--- config.mk ---
export PLATFORM = sky130hd
export DESIGN_NAME = mux_scanner
export DESIGN_NICKNAME = d
export VERILOG_FILES = /design/src/rtl/mux_scanner_pkg.sv /design/src/rtl/mux_scanner_channel_select.sv /design/src/rtl/mux_scanner.sv
export SDC_FILE = /design/constraint.sdc
export NUM_CORES = 1
export LEC_CHECK = 0
export ABC_AREA = 1
export CAP_MARGIN = 20
export CORE_MARGIN = 1.5
export CORE_UTILIZATION = 35
export CTS_CLUSTER_SIZE = 16
export DETAILED_ROUTE_END_ITERATION = 6
export PLACE_DENSITY = 0.63
export SETUP_SLACK_MARGIN = 0.02
export SLEW_MARGIN = 20
export SYNTH_ARGS = -nofsm -noshare
export SYNTH_HDL_FRONTEND = slang
export SYNTH_SLANG_ARGS = --single-unit
--- constraint.sdc ---
create_clock -name clk -period 1.86 [get_ports clk]
set_input_delay 0.372 -clock clk [delete_from_list [all_inputs] [get_ports clk]]
set_output_delay 0.372 -clock clk [all_outputs]
set_load 0.05 [all_outputs]
--- src/rtl/mux_scanner_pkg.sv ---
// Shared types and constants for the mux_scanner channel selector.
package mux_scanner_pkg;

  typedef enum logic [1:0] {
    IDLE    = 2'd0,
    SETTLE  = 2'd1,
    PRESENT = 2'd2,
    DONE    = 2'd3
  } state_e;

  localparam logic MODE_DIRECT = 1'b0;
  localparam logic MODE_SCAN   = 1'b1;

endpackage

--- src/rtl/mux_scanner_channel_select.sv ---
// Combinational CHANNELS:1 selector over a flattened bus; out-of-range select yields zero.
module mux_scanner_channel_select #(
  parameter int unsigned CHANNELS = 8,
  parameter int unsigned DATA_W   = 1,
  parameter int unsigned SEL_W    = $clog2(CHANNELS)
) (
  input  logic [CHANNELS*DATA_W-1:0] in_i,
  input  logic [SEL_W-1:0]           sel_i,
  output logic [DATA_W-1:0]          data_o
);

  always_comb begin
    data_o = '0;
    for (int unsigned k = 0; k < CHANNELS; k++) begin
      if (sel_i == SEL_W'(k)) begin
        data_o = in_i[k*DATA_W +: DATA_W];
      end
    end
  end

endmodule

--- src/rtl/mux_scanner.sv ---
// Registered N:1 channel selector with direct-select and auto-scan modes and a
// valid/ready output handshake.
module mux_scanner
  import mux_scanner_pkg::*;
#(
  parameter int unsigned CHANNELS = 8,
  parameter int unsigned DATA_W   = 1,
  parameter int unsigned SEL_W    = $clog2(CHANNELS),
  parameter int unsigned DWELL    = 4
) (
  input  logic                       clk,
  input  logic                       rst,
  input  logic [CHANNELS*DATA_W-1:0] In,
  input  logic [SEL_W-1:0]           S,
  input  logic                       mode,
  input  logic                       start,
  output logic [DATA_W-1:0]          Out,
  output logic [SEL_W-1:0]           out_ch,
  output logic                       out_valid,
  input  logic                       out_ready,
  output logic                       busy,
  output logic                       done
);

  localparam int unsigned DWELL_W = (DWELL > 1) ? $clog2(DWELL) : 1;

  state_e               state_q, state_d;
  logic [SEL_W-1:0]     ch_q, ch_d;
  logic [DWELL_W-1:0]   dwell_q, dwell_d;
  logic [DATA_W-1:0]    out_q, out_d;
  logic [SEL_W-1:0]     out_ch_q, out_ch_d;
  logic                 out_valid_q, out_valid_d;
  logic                 busy_q, busy_d;
  logic                 done_q, done_d;

  logic [SEL_W-1:0]     sel_c;
  logic [DATA_W-1:0]    mux_data_c;

  // The single mux is shared: S drives it while idle, the scan counter otherwise.
  assign sel_c = (state_q == IDLE) ? S : ch_q;

  mux_scanner_channel_select #(
    .CHANNELS (CHANNELS),
    .DATA_W   (DATA_W),
    .SEL_W    (SEL_W)
  ) u_channel_select (
    .in_i   (In),
    .sel_i  (sel_c),
    .data_o (mux_data_c)
  );

  always_ff @(posedge clk) begin
    if (rst) begin
      state_q     <= IDLE;
      ch_q        <= '0;
      dwell_q     <= '0;
      out_q       <= '0;
      out_ch_q    <= '0;
      out_valid_q <= 1'b0;
      busy_q      <= 1'b0;
      done_q      <= 1'b0;
    end else begin
      state_q     <= state_d;
      ch_q        <= ch_d;
      dwell_q     <= dwell_d;
      out_q       <= out_d;
      out_ch_q    <= out_ch_d;
      out_valid_q <= out_valid_d;
      busy_q      <= busy_d;
      done_q      <= done_d;
    end
  end

  always_comb begin
    state_d     = state_q;
    ch_d        = ch_q;
    dwell_d     = dwell_q;
    out_d       = out_q;
    out_ch_d    = out_ch_q;
    out_valid_d = out_valid_q;

    case (state_q)
      IDLE: begin
        if (mode == MODE_DIRECT) begin
          if (!out_valid_q || out_ready) begin
            out_d       = mux_data_c;
            out_ch_d    = S;
            out_valid_d = 1'b1;
          end
        end else if (start) begin
          // Any unaccepted direct word is dropped when a sweep begins.
          ch_d        = '0;
          dwell_d     = '0;
          out_valid_d = 1'b0;
          state_d     = SETTLE;
        end else if (out_valid_q && out_ready) begin
          out_valid_d = 1'b0;
        end
      end

      SETTLE: begin
        if (dwell_q == DWELL_W'(DWELL - 1)) begin
          out_d       = mux_data_c;
          out_ch_d    = ch_q;
          out_valid_d = 1'b1;
          state_d     = PRESENT;
        end else begin
          dwell_d = dwell_q + 1'b1;
        end
      end

      PRESENT: begin
        if (out_ready) begin
          out_valid_d = 1'b0;
          if (ch_q == SEL_W'(CHANNELS - 1)) begin
            state_d = DONE;
          end else begin
            ch_d    = ch_q + 1'b1;
            dwell_d = '0;
            state_d = SETTLE;
          end
        end
      end

      DONE: begin
        state_d = IDLE;
      end

      default: begin
        state_d = IDLE;
      end
    endcase

    busy_d = (state_d == SETTLE) || (state_d == PRESENT);
    done_d = (state_d == DONE);
  end

  assign Out       = out_q;
  assign out_ch    = out_ch_q;
  assign out_valid = out_valid_q;
  assign busy      = busy_q;
  assign done      = done_q;

endmodule

# Word-level counts from Yosys, hierarchy flattened
# Index checks and enable logic that the tools add are counted.
[op_classes]
muxes = 41
add_sub_neg = 2
reduce_logical = 13
n_eq_ne = 25
[op_table]
columns = ["cell", "n"]
rows = [
  ["3-bit 2-to-1 mux", 8],
  ["2-bit 2-to-1 mux", 10],
  ["1-bit 2-to-1 mux", 17],
  ["3-bit == test, second input constant", 5],
  ["2-bit != test, second input constant", 7],
  ["3-bit one-hot mux with 2 select lines", 2],
  ["2-bit == test, second input constant", 5],
  ["5-bit AND reduction", 2],
  ["2-bit one-hot mux with 4 select lines", 1],
  ["3-bit by 2-bit == test with 1-bit output, second input constant", 2],
  ["2-bit one-hot mux with 3 select lines", 1],
  ["6-bit AND reduction", 1],
  ["2-bit by 1-bit == test with 1-bit output, second input constant", 2],
  ["4-bit by 3-bit != test with 1-bit output, second input constant", 1],
  ["4-bit AND reduction", 1],
  ["2-bit nonzero test", 2],
  ["3-bit by 1-bit adder with 3-bit output, second input constant", 1],
  ["3-bit by 1-bit == test with 1-bit output, second input constant", 1],
  ["3-bit zero test", 1],
  ["3-bit by 2-bit != test with 1-bit output, second input constant", 1],
  ["1-bit one-hot mux with 3 select lines", 1],
  ["3-bit nonzero test", 1],
  ["2-bit by 1-bit adder with 2-bit output, second input constant", 1],
  ["2-bit zero test", 1],
  ["other kinds (5)", 6],
]
[word_totals]
wordCells = 89
reg_bits = 14

# Depth between registers and ports, before layout
# Gate-level depths: netlist (run 1).
[logic_depth]
word_depth = 14
ltp_mapped = 12
ltp_nobuf = 12

# By module
# A second synthesis (run 1) with hierarchy kept.
[unflattened]
cells_unflattened = 157
area_unflattened_um2 = 999.7
[by_module_without_submodules]
columns = ["mod", "n_inst", "area_each_um2", "cells_per_inst"]
rows = [
  ["mux_scanner", 1, 913.4, 136],
  ["mux_scanner_channel_select", 1, 86.3, 21],
]

# Worst setup path after synthesis (run 1)
# OpenSTA, ideal clock, no wires.
[synth_path]
path_kind = "flip-flop to flip-flop"
startpoint = "register state_q[1]"
endpoint = "register busy_q (netlist: busy)"
required_ns = 1.751
path_slack_ns = 0.241
synth_period_minus_slack_ns = 1.619
stages_incl_launch_ff = 11
arrival_time_ns = 1.510
path_cell_list = "dfxtp_1 -> inv_1 -> ha_1 -> buf_2 -> inv_1 -> nor2_1 -> o21ai_0 -> nand2_1 -> ha_1 -> inv_1 -> nor2_1"
[synth_rtl]
columns = ["item", "line_no", "rtl"]
rows = [
  ["start, declared", "mux_scanner.sv:27", "state_e state_q, state_d;"],
  ["start signal, assigned", "mux_scanner.sv:63", "state_q <= state_d;"],
  ["2-bit == test (tied with other cells)", "mux_scanner.sv:82", "case (state_q)"],
  ["2-bit one-hot mux with 4 select lines *", "mux_scanner.sv:82", ""],
  ["via state_d[0]", "mux_scanner.sv:27", ""],
  ["2-bit by 1-bit == test with 1-bit output or 2-bit == test (tied branches)", "mux_scanner.sv:134", "busy_d = (state_d == SETTLE) || (state_d == PRESENT);"],
  ["1-bit logical OR *", "mux_scanner.sv:134", ""],
  ["via busy_d", "mux_scanner.sv:33", "logic busy_q, busy_d;"],
  ["end signal, assigned", "mux_scanner.sv:69", "busy_q <= busy_d;"],
  ["end, declared", "mux_scanner.sv:33", ""],
]
# The timed path passes the listed nets; every way through them passes the cells marked *.
# A chain may end at the register's enable or synchronous reset.

# Final worst setup path (run 1)
[layout_path]
startpoint = "register out_q (netlist: Out)"
endpoint = "output Out"
[layout_rtl]
columns = ["item", "line_no", "rtl"]
rows = [
  ["start, declared", "mux_scanner.sv:30", "logic [DATA_W-1:0] out_q, out_d;"],
  ["start signal, assigned", "mux_scanner.sv:66", "out_q <= out_d;"],
  ["end, declared", "mux_scanner.sv:17", "output logic [DATA_W-1:0] Out,"],
]
# No word-level cell between the ends.

==> metrics.txt, run 1 <==
Core Region=2540 um^2; asr flop ratio synth=0%; ranking of synthesized cells by area=dfxtp_1, nand2_1, inv_1, ha_1, nand3_1; Final Max Slew Viols=0; Avg Synthesized Cell Area=6.31 um^2; library cells used by synthesis=19; clock slew at reported path FFs=0.09 ns; area of the multi-input gates=566 um^2; Startpoint Class=flop; DIE WIDTH=55.3 um; RSZ-0062 raised after global routing=no; Hold Startpoint=dwell_q[1]; setup total negative slack=0 ns; 1st-iter DRT viols=27; sequential share of the synthesized area=29.2%; Setup crit end=Out; number of global-route vias before repair=912; WP data required=1.49 ns; R2R cell count=9; synth cell count leaders=nand2_1, inv_1, nor2_1; top-count cell post-synth=nand2_1; Die ar.=3060 um^2; sequential cell area=280 um^2; Reg2Reg Capture Point=busy; WP depth=1; Highest Clock Rate=556 MHz; peak supply drop=0.000546 V; total CTS buffers=3; nets@finish=206; DR vias=1026; WP buf/inv=1; Post-Route WL=2.34 mm; final global-route overflow total=0; initial antenna violation count=0; H-tree Lvls=1; Setup crit start=Out; first-pass GRT wire length=3.84 mm; Crit path max-delay family=buffers and inverters; IO buf count=22; io pins=23; power density over the cells=841 nW/um^2; status=finished, final reports clean; share of layout cells above drive strength 1=8.29%; largest net degree at the start of global routing=10; cts repair resizes=0; Residual DRC=0; area delta synth->final=33.3%; FP Rows=18; Yosys reg bits=14; RePlAce Congestion=0.895; Clock Latency Late Sink=0.28 ns; dpl cells=207; drt pass-1 iters=4; worst-margin pin slew=0.502 ns; Hold Fails Final Rpt=0; clk_skew=0.00288 ns; Initial Util=37.7%; r2r startpoint=ch_q[0]; R2R setup slack=0.15 ns; CP Cell Sequence=clkdlybuf4s50_1; final core occ=50.2%; cell area after synthesis=958 um^2; Primary FF master, synth=dfxtp_1; Hold Path Class=flop to flop; HPWL Detailed=1.83 mm; fin crit share=96.8%; n_diodes=0; CTS Hold Buffers Added=0; setup repair bufs after CTS=0; WS Path Type=flop to primary output; synthesized instance count=152; Root Buffer=clkbuf_4; final count of negative-setup-slack endpoints=0; Synth warnings=0; Clock Sinks=14; CTS max path bufs=2; leading area contributor after synthesis=dfxtp_1; CP max FO=2; max_cap viols=0; Final ANT Viol Nets=0; drt via density=4.86; share of the synthesized area in the top cell type=29.2%; CTS tree=done; crit-path max cell delay=0.80 ns; fill cell total of the finished layout=261; GRT Overall Usage=15.1%; post-route insts no fill=211; EDFF count, synth=0; Die Ht=55.3 um; Pleak=0.646 nW; Tmin final=1.80 ns; CP Capture Type=primary output; routed len/inst=11.1 um; slew margin rel.=66.4%; syn nets=176; Crit path arrival time=1.43 ns; CP max-delay cell=clkdlybuf4s50_1
==> logic make-up after synthesis <==
family | Yosys count | synth area share (%)
AO/OA/AOI/OAI | 27 | 16.2
adder cells (fa/ha/maj) | 8 | 10.4
buffers and inverters | 31 | 12.3
flip-flops | 14 | 29.2
AND/OR/NAND/NOR | 72 | 31.9
==> metrics by stage <==
step	setup WS, ns	hold slack, ns	instance area, um^2	total power [mW]
floorplan	0.241	0.441	958	0.695
global placement	0.0349	0.456	1240	0.850
detailed placement	0.00597	0.470	1240	0.853
CTS	0.0534	0.485	1270	1.08
global route	0.0209	0.500	1280	1.15
finish	0.0599	0.481	1280	1.07
==> layout make-up <==
| class | count | area share [%] |
|---|---|---|
| Multi-Input combinational cell | 107 | 44.3 |
| Clock buffer | 4 | 2.84 |
| Inverter | 30 | 8.81 |
| Tap cell | 30 | 2.94 |
| Sequential cell | 14 | 21.9 |
| Timing Repair Buffer | 26 | 19.2 |
==> power breakdown <==
group / switching, mW / total [mW] / leakage, nW / internal (mW)
Clock: 0.107 / 0.226 / 0.0210 / 0.119
Sequential: 0.0241 / 0.363 / 0.115 / 0.339
Combinational: 0.301 / 0.485 / 0.510 / 0.184
==> placed cells by master, fill, tap and decap left out, types with 2 or more instances in the layout <==
cell,n
clkbuf_4,3
o21ai_0,13
nand3_1,16
dfxtp_1,14
nand2_1,32
o21a_1,2
ha_1,6
buf_4,6
nand3b_1,3
o21ai_1,2
inv_1,29
a21oi_1,6
nor2_1,19
ha_2,2
clkdlybuf4s50_1,20
==> flip-flops by register name (all words and copies together), names as in the netlist <==
register   cells
dwell_q        2
out_ch         3
out_valid      1
done           1
ch_q           3
state_q        2
Out            1
busy           1
==> worst min-delay path by stage <==
stage,cells past startpoint,to,slack [ns]
2_1_floorplan,1,ch_q[1],0.44
3_3_place_gp,2,dwell_q[1],0.46
3_5_place_dp,2,dwell_q[1],0.47
4_1_cts,2,dwell_q[1],0.48
5_1_grt,2,dwell_q[1],0.50
6_report,2,dwell_q[1],0.48
==> layer usage <==
metal	GRT usage (%)	wire [um]	vias to the layer above
met5	0	0	-
met4	3.14	10	0
met3	4.68	145	2
met2	26.0	1110	31
met1	18.5	1070	454
li1	-	-	539
Note: power is estimated with default switching activity, not from simulation.
==> run 2, diff against run 1 <==
--- a/config.mk
+++ b/config.mk
@@ -9,6 +9,7 @@
 export CAP_MARGIN = 20
 export CORE_MARGIN = 1.5
 export CORE_UTILIZATION = 35
+export CTS_BUF_LIST = sky130_fd_sc_hd__clkbuf_2
 export CTS_CLUSTER_SIZE = 16
 export DETAILED_ROUTE_END_ITERATION = 6
 export PLACE_DENSITY = 0.63
==> metrics.txt, run 2 (synthesis results as in run 1) <==
status=finished, final reports clean; max_cap viols=0 (unchanged); Die ar.=3060 um^2 (unchanged); HPWL Detailed=1.83 mm (unchanged); GRT Overall Usage=15.3% (+0.20 points); power density over the cells=788 nW/um^2 (-6.4%); WP data required=1.49 ns (about the same); Post-Route WL=2.34 mm (about the same); Pleak=0.699 nW (+8.3%); io pins=23 (unchanged); RePlAce Congestion=0.895 (unchanged); Reg power frac=36.3% (+2.5 points); total power draw=1.00 mW (-6.9%); share of layout cells above drive strength 1=7.73% (-0.55 points); RSZ-0062 raised after global routing=yes; nets@finish=206 (unchanged); post-route setup slack=0.0778 ns (+0.0179 ns); clock power share=15.5% (-5.6 points); combinational fraction of design power=48.3% (+3.2 points); FP Rows=18 (unchanged); CTS tree=done; clock slew at reported path FFs=0.15 ns (+0.06 ns); drt pass-1 iters=4 (unchanged); DR vias=1025 (-0.097%); Crit path max-delay family=buffers and inverters; Initial Util=37.7% (unchanged); Clock Sinks=14 (unchanged); CP Capture Type=primary output; Reg2Reg Capture Point=busy; area delta synth->final=32.5%; R2R cell count=9 (unchanged); Setup crit end=done; peak supply drop=0.000417 V (-24%); number of global-route vias before repair=915 (+0.33%); clk_skew=0.00530 ns (+0.00242 ns); met2 usage=26.4% (+0.34 points); CTS max path bufs=2 (unchanged); slew margin rel.=66.2% (-0.24 points); Tmin final=1.78 ns (-0.0179 ns); drt via density=4.86 (about the same); Hold Startpoint=dwell_q[1]; final count of negative-setup-slack endpoints=0 (unchanged); total CTS buffers=3 (unchanged); Die Ht=55.3 um (unchanged); crit-path max cell delay=0.80 ns (about the same); Residual DRC=0 (unchanged); routed len/inst=11.1 um (about the same); commonest cells after routing, fill and taps aside=nand2_1, inv_1, nor2_1, nand3_1, clkdlybuf4s50_1; IO buf count=22 (unchanged); r2r startpoint=ch_q[0]; Clock Latency Late Sink=0.28 ns (about the same); M3 GR Usage=4.68% (unchanged); setup total negative slack=0 ns (unchanged); initial antenna violation count=0 (unchanged); worst-margin pin slew=0.506 ns (+0.00429 ns); Core Region=2540 um^2 (unchanged); H-tree Lvls=1 (unchanged); Final Max Slew Viols=0 (unchanged); Hold Path Class=flop to flop; WP depth=1 (unchanged); Highest Clock Rate=561 MHz (+1.0%); CP Cell Sequence=clkdlybuf4s50_1; Final ANT Viol Nets=0 (unchanged); first-pass GRT wire length=3.86 mm (+0.55%); sw frac=43.2% (+2.9 points); GRT busiest layer=met2; final global-route overflow total=0 (unchanged); DIE WIDTH=55.3 um (unchanged); WP buf/inv=1 (unchanged); sw power=432 uW (-0.14%); DP Worst Slack=0.00597 ns (unchanged); WS Path Type=flop to primary output; CP max FO=1 (-1); R2R setup slack=0.14 ns (about the same); Hold Fails Final Rpt=0 (unchanged); most common cell after layout, fill and taps aside=nand2_1; Int Power=568 uW (-12%); Startpoint Class=flop; largest net degree at the start of global routing=10 (unchanged); Setup crit start=done; Root Buffer=clkbuf_2; n_diodes=0 (unchanged); GR Util met1=18.4% (-0.14 points); 1st-iter DRT viols=25 (-7.4%); CP max-delay cell=clkdlybuf4s50_1; Crit path arrival time=1.41 ns (-0.02 ns); fin crit share=95.8% (-0.96 points)
==> run 2: worst min-delay path by stage <==
| stage | to | slack [ns] | cells past startpoint |
|---|---|---|---|
| floorplan | ch_q[1] | 0.44 | 1 |
| global placement | dwell_q[1] | 0.46 | 2 |
| detailed placement | dwell_q[1] | 0.47 | 2 |
| CTS | dwell_q[1] | 0.49 | 2 |
| global route | dwell_q[1] | 0.51 | 2 |
| finish | dwell_q[1] | 0.49 | 2 |
==> run 2: what timing repair did <==
item                       4_1_cts  5_1_grt
buffers inserted                 0        0
hold buffers                     0        0
resized for setup                0        6
hold endpoints to repair         0        0
setup endpoints to repair        0        8
==> run 2: layer usage <==
metal  share of wire (%)  up-vias
met3                 6.8        4
met1                  45      451
met2                  47       30
met4                0.81        0
li1                    -      540
met5                   0        -
==> run 2: power by group through the flow <==
stage | clock network, mW | registers, mW | logic [mW]
finish | 0.155 | 0.363 | 0.483
global route | 0.175 | 0.369 | 0.535
CTS | 0.163 | 0.364 | 0.486
detailed placement | 0 | 0.370 | 0.483
global placement | 0 | 0.369 | 0.481
floorplan | 0 | 0.464 | 0.230
==> run 2: area by class of cell <==
cell class              count  area [um^2]
clock inverters             1         3.75
flip-flops and latches     14          280
well taps                  30         37.5
inverters                  30          113
clock buffers               3         15.0
fillers                   258         1270
multi-input cells         107          566
repair buffers             26          255
==> run 2: stage by stage <==
step	hold WS (ns)	area (um^2)	cells	utilization, %
floorplan	0.441	958	152	-
global placement	0.456	1240	207	48.6
detailed placement	0.470	1240	207	48.6
CTS	0.491	1250	211	49.3
global route	0.506	1270	211	49.9
finish	0.488	1270	211	49.9
==> run 2: worst min-delay path, stage by stage, from the launching register on <==
cell and delay [ns]:
dfxtp_1 0.35, nand2_1 0.06, a21oi_1 0.06
==> run 3, diff against run 2 <==
--- a/config.mk
+++ b/config.mk
@@ -6,7 +6,6 @@
 export NUM_CORES = 1
 export LEC_CHECK = 0
 export ABC_AREA = 1
-export CAP_MARGIN = 20
 export CORE_MARGIN = 1.5
 export CORE_UTILIZATION = 35
 export CTS_BUF_LIST = sky130_fd_sc_hd__clkbuf_2
==> results of run 3 <==
Final layout, timing and power as in run 2 (identical DEF).
